$ cat config.mk
export PLATFORM = sky130hd
export DESIGN_NAME = otter_pl_fetch
export DESIGN_NICKNAME = d
export VERILOG_FILES = /design/src/rtl/otter_pl_fetch.sv
export SDC_FILE = /design/constraint.sdc
export NUM_CORES = 1
export LEC_CHECK = 0
export ABC_AREA = 1
export BUFFER_PORTS_ARGS = -buffer_cell sky130_fd_sc_hd__buf_4
export CAP_MARGIN = 20
export CELL_PAD_IN_SITES_DETAIL_PLACEMENT = 0
export CELL_PAD_IN_SITES_GLOBAL_PLACEMENT = 1
export CORE_ASPECT_RATIO = 2
export CORE_MARGIN = 2
export CORE_UTILIZATION = 30
export CTS_BUF_LIST = sky130_fd_sc_hd__clkbuf_16
export DETAILED_ROUTE_END_ITERATION = 8
export PLACE_DENSITY_LB_ADDON = 0.1
export SETUP_SLACK_MARGIN = 0.2
export SYNTH_ARGS = -nofsm -noshare
export SYNTH_HDL_FRONTEND = slang
export SYNTH_SLANG_ARGS = --single-unit
$ cat constraint.sdc
create_clock -name CLK -period 3.41 [get_ports CLK]
set_input_delay 0.341 -clock CLK [delete_from_list [all_inputs] [get_ports CLK]]
set_output_delay 0.341 -clock CLK [all_outputs]
set_load 0.005 [all_outputs]
$ cat src/rtl/otter_pl_fetch.sv
// OTTER pipelined fetch stage: PC register, next-PC select, IF/ID pipeline register.
// Define OTTER_FETCH_PERF_EN to add the FETCH_COUNT / SQUASH_COUNT performance counters.
module otter_pl_fetch #(
   parameter logic [31:0] RESET_VEC = 32'h0000_0000,
   parameter logic [31:0] NOP_INSTR = 32'h0000_0013
) (
   input  logic        CLK,
   input  logic        RST,
   input  logic [2:0]  PC_SOURCE,
   input  logic [31:0] JALR_TARGET,
   input  logic [31:0] BRANCH_TARGET,
   input  logic [31:0] JAL_TARGET,
   input  logic [31:0] MTVEC,
   input  logic [31:0] MEPC,
   input  logic        STALL,
   input  logic        FLUSH,
   output logic [31:0] IMEM_ADDR,
   output logic        IMEM_RDEN,
   input  logic [31:0] IMEM_DOUT,
   output logic [31:0] IFID_PC,
   output logic [31:0] IFID_PC4,
   output logic [31:0] IFID_IR,
   output logic        IFID_VALID
`ifdef OTTER_FETCH_PERF_EN
   ,
   output logic [31:0] FETCH_COUNT,
   output logic [31:0] SQUASH_COUNT
`endif
);

   typedef enum logic {BOOT, RUN} state_t;

   localparam logic [31:0] RESET_PC = {RESET_VEC[31:2], 2'b00};

   state_t      state, next_state;
   logic [31:0] pc, pc_plus4, target, next_pc;
   logic        redirect, advance, fetch_valid;

   // Next-PC select; sources 6-7 fall through to sequential fetch.
   always_comb begin
      pc_plus4 = pc + 32'd4;
      target   = pc_plus4;
      redirect = 1'b0;
      case (PC_SOURCE)
         3'd1:    begin target = JALR_TARGET;   redirect = 1'b1; end
         3'd2:    begin target = BRANCH_TARGET; redirect = 1'b1; end
         3'd3:    begin target = JAL_TARGET;    redirect = 1'b1; end
         3'd4:    begin target = MTVEC;         redirect = 1'b1; end
         3'd5:    begin target = MEPC;          redirect = 1'b1; end
         default: begin target = pc_plus4;      redirect = 1'b0; end
      endcase
      next_pc     = {target[31:2], 2'b00};
      fetch_valid = ~(redirect | FLUSH);
   end

   always_ff @(posedge CLK or posedge RST) begin
      if (RST) state <= BOOT;
      else     state <= next_state;
   end

   // Redirect and flush both override a stall, so the stage advances on any of them.
   always_comb begin
      next_state = state;
      IMEM_RDEN  = 1'b1;
      advance    = 1'b0;
      case (state)
         BOOT: next_state = RUN;
         RUN: begin
            IMEM_RDEN = ~STALL;
            advance   = redirect | FLUSH | ~STALL;
         end
         default: next_state = BOOT;
      endcase
   end

   always_ff @(posedge CLK or posedge RST) begin
      if (RST) begin
         pc         <= RESET_PC;
         IFID_PC    <= 32'h0;
         IFID_PC4   <= 32'h0;
         IFID_VALID <= 1'b0;
      end else if (state == BOOT) begin
         pc         <= RESET_PC;
         IFID_VALID <= 1'b0;
      end else if (advance) begin
         pc         <= next_pc;
         IFID_PC    <= pc;
         IFID_PC4   <= pc_plus4;
         IFID_VALID <= fetch_valid;
      end
   end

`ifdef OTTER_FETCH_PERF_EN
   always_ff @(posedge CLK or posedge RST) begin
      if (RST) begin
         FETCH_COUNT  <= 32'h0;
         SQUASH_COUNT <= 32'h0;
      end else if (state == RUN && advance) begin
         if (fetch_valid) FETCH_COUNT  <= FETCH_COUNT + 32'd1;
         else             SQUASH_COUNT <= SQUASH_COUNT + 32'd1;
      end
   end
`endif

   // Synchronous IMEM output lines up with IF/ID because both sample the same PC on the same edge.
   assign IMEM_ADDR = pc;
   assign IFID_IR   = IFID_VALID ? IMEM_DOUT : NOP_INSTR;

endmodule

==> results.md <==
* Outcome: finished clean
* Crit Path Class: in2reg
* GRT Total Usage at between 20% and 30%
* Final min period at ~2.4 ns
* Drt total wl at ~23,000 um
* Hold_buf cts at 0
* Die ar. at 0.0214 sq mm
* Maxcap violations at 0
* Core area at 0.0198 sq mm
* P&R area growth vs syn at 46.7%
* Vias per std cell at between 4 and 5
* Ys Warns at 0
* Least-Margin Pin Slew at approximately 1 ns
* F_max at roughly 420 MHz
* Global-route wire length before repair at around 35,000 um
* Setup violators final at 0
* CP startpoint kind: input port
* Pre-CTS WS at roughly 0.68 ns
* Final setup skew at between 0.006 and 0.007 ns
* ANT cells at 0
* CTS tree: yes
* Number of setup buffers added after CTS at 0
* Peak VDD IR at around 0.21 mV
* Post-Synth Simple-Gate Area at 41.9%
* Avg Cell Area, Syn at between 6 and 7 sq um
* Count leader, synth: nand2_1
* Final Util at between 40% and 50%
* Largest family of logic cells by synthesized area: simple AND/OR/NAND/NOR gates
* Register area share after synthesis at 38.1%
* Post-synthesis adder-cell area fraction at less than 1%
* Netlist cell types at 26
* Largest net degree at the start of global routing at 93
* Drt pass-1 iters at 5
* Input/output buffers at 312
* Top_reg_cell synth: dfrtp_1
* Vias in the first global route at around 6,500
* Min-delay worst type: in2async
* CTS Buffer Depth at 2
* H-tree levels at 3
* CP max stage delay at 0.51 ns
* WP data arrival at roughly 2.6 ns
* Setup_tns at 0 ns
* DRC violations left at 0
* Clock sinks at a little over 90
* Number of flops mapped to enable cells by yosys at 0
* CP Cell Sequence: buf_4 > nor2_2 > nand2_1 > nand2_2 > nand3_1 > nand2_2 > inv_2 > nand3_1 > o21ai_0
* Drt wl/cell at around 15 um
* RSZ-0062 raised after global routing: no
* Power per cell area at roughly 360 mW/mm^2
* Ratio of cells with drive above 1 in the final layout at about 28%
* Synth async-reset ratio at between 90% and 100%
* Synthesized area at between 0.006 and 0.007 sq mm
* Leak at just under 5 nW
* Commonest cells in the netlist: nand2_1, nand3_1, dfrtp_1
* Clock Pin Slew Worst Setup and Hold Paths at about 0.070 ns
* Slew Limit Headroom at about a third
* Rows at 73
* Leading area contributor after synthesis: dfrtp_1
* Post-Syn Instances at a little under 1,000
* Slowest CP cell: inv_2
* Endpoints failing hold at 0
* Skew-Pair Late Insertion Delay at between 0.3 and 0.4 ns
* TritonCTS buffer count at 9
* Die width at 104 um
* Total global routing overflow at 0
* Synth Area in Compound Gates at roughly 9.2%
* Total design power at about 3.2 mW
* Finished Layout Cells at 1,519
* Worst path required time at between 3 and 4 ns
* Synth Area in XOR/XNOR at 0.580%
* Slew Limit Fails at 0
* Via count at 6,879
* Placed instance count at between 1,500 and 2,000
* Initial antenna violation count at 0
* DRT antenna net count at 0
* Post-synthesis mux area share at 0%
* Routability cong. at a little over 0.8
* Post_cts resized at 0
* Die outline height at between 200 and 250 um
* Synth area leaders: dfrtp_1, nand2_1, nand3_1
* DP HPWL at about 18,000 um
* Setup ws final at 1.02 ns
* Top cell type's share of synthesized area at a little under two fifths
* Iter 0 DRT Violations at 381
* Period Utilization, post-route at 70.0%
* Crit path capture type: flop
* Flops & latches, synth at 92
* Nets at between 1,000 and 1,500
* Clk root buf: clkbuf_16
* Effective utilization at floorplan at 30.5%
* I/O pin cnt at approximately 330
* Worst-path fanout max at 60
[area by class of cell]
class	instances	area, sq um
Clock inverter	6	82.6
Sequential cell	92	2300
Tap cell	262	328
Inverter	92	347
Fill cell	2151	11000
Clock buffer	9	225
Multi-Input combinational cell	739	3160
Timing Repair Buffer	319	2420
[per-layer routing]
metal / GRT usage, % / part of all wire, % / up-vias
li1: - / - / 3578
met1: 24.7 / 40 / 3028
met2: 39.5 / 52 / 262
met3: 4.26 / 6.5 / 11
met4: 5.16 / 1.2 / 0
met5: 0 / 0 / -
[worst max-delay path, delay by kind of cell]
| family | cells | cell delay (ns) |
|---|---|---|
| compound gates | 1 | 0.10 |
| buf+inv | 2 | 0.70 |
| simple gates | 6 | 1.43 |
[state kept, by name (all words and copies together) (netlist names)]
register	cells
IFID_VALID	1
state	1
IFID_PC	30
IMEM_ADDR	30
IFID_PC4	30
[stage by stage]
stage | cell area (sq um) | hold WS (ns)
final | 8860 | 0.0683
after global routing | 8860 | 0.145
after global placement | 8550 | 0.466
after CTS | 8860 | 0.122
after detailed placement | 8550 | 0.469
after floorplan | 6060 | 0.472
[cell families after synthesis]
logic type	count (synthesis)
fa+ha+maj	1
compound gates	105
xor+xnor	4
flops	92
other cells	2
simple gates	622
buf+inv	140
[cells in the final DEF, fill, tap and decap left out]
cell type / netlist / final
nand2_1: 422 / 422
buf_4: 7 / 317
nand3_1: 95 / 95
dfrtp_1: 92 / 92
inv_1: 86 / 87
nor2_1: 81 / 81
o21ai_0: 48 / 48
a21oi_1: 40 / 40
o21a_1: 12 / 12
nand4_1: 11 / 11
clkbuf_16: 0 / 9
conb_1: 2 / 7
inv_2: 6 / 6
o21ai_1: 5 / 5
xor2_1: 4 / 4
nor2_2: 3 / 3
or2_2: 3 / 3
nand2_2: 2 / 2
nor2_4: 2 / 2
bufinv_16: 0 / 2
clkinvlp_4: 0 / 2
buf_12: 0 / 2
and2_1: 1 / 1
nand3_2: 1 / 1
nand3b_1: 1 / 1
clkinv_2: 0 / 1
ha_1: 1 / 1
[power breakdown]
part           switching, mW  internal (mW)  total, mW
registers              0.110           1.21       1.32
clock network          0.425          0.633       1.06
logic                  0.394          0.416      0.810
[worst paths after layout]
check                                end  slack (ns)  cells after the start         start
max                        IMEM_ADDR[11]        1.02                      9  PC_SOURCE[0]
min                           IFID_VALID        0.07                      3           RST
max reg2reg                IMEM_ADDR[28]        1.26                     10  IMEM_ADDR[3]
min reg2reg                  IFID_PC4[5]        0.48                      2   IFID_PC4[5]
max in group asynchronous  IMEM_ADDR[28]        2.88                      3           RST
min in group CLK              IFID_VALID        0.28                      3         STALL
Note: power is estimated with default switching activity, not from simulation.
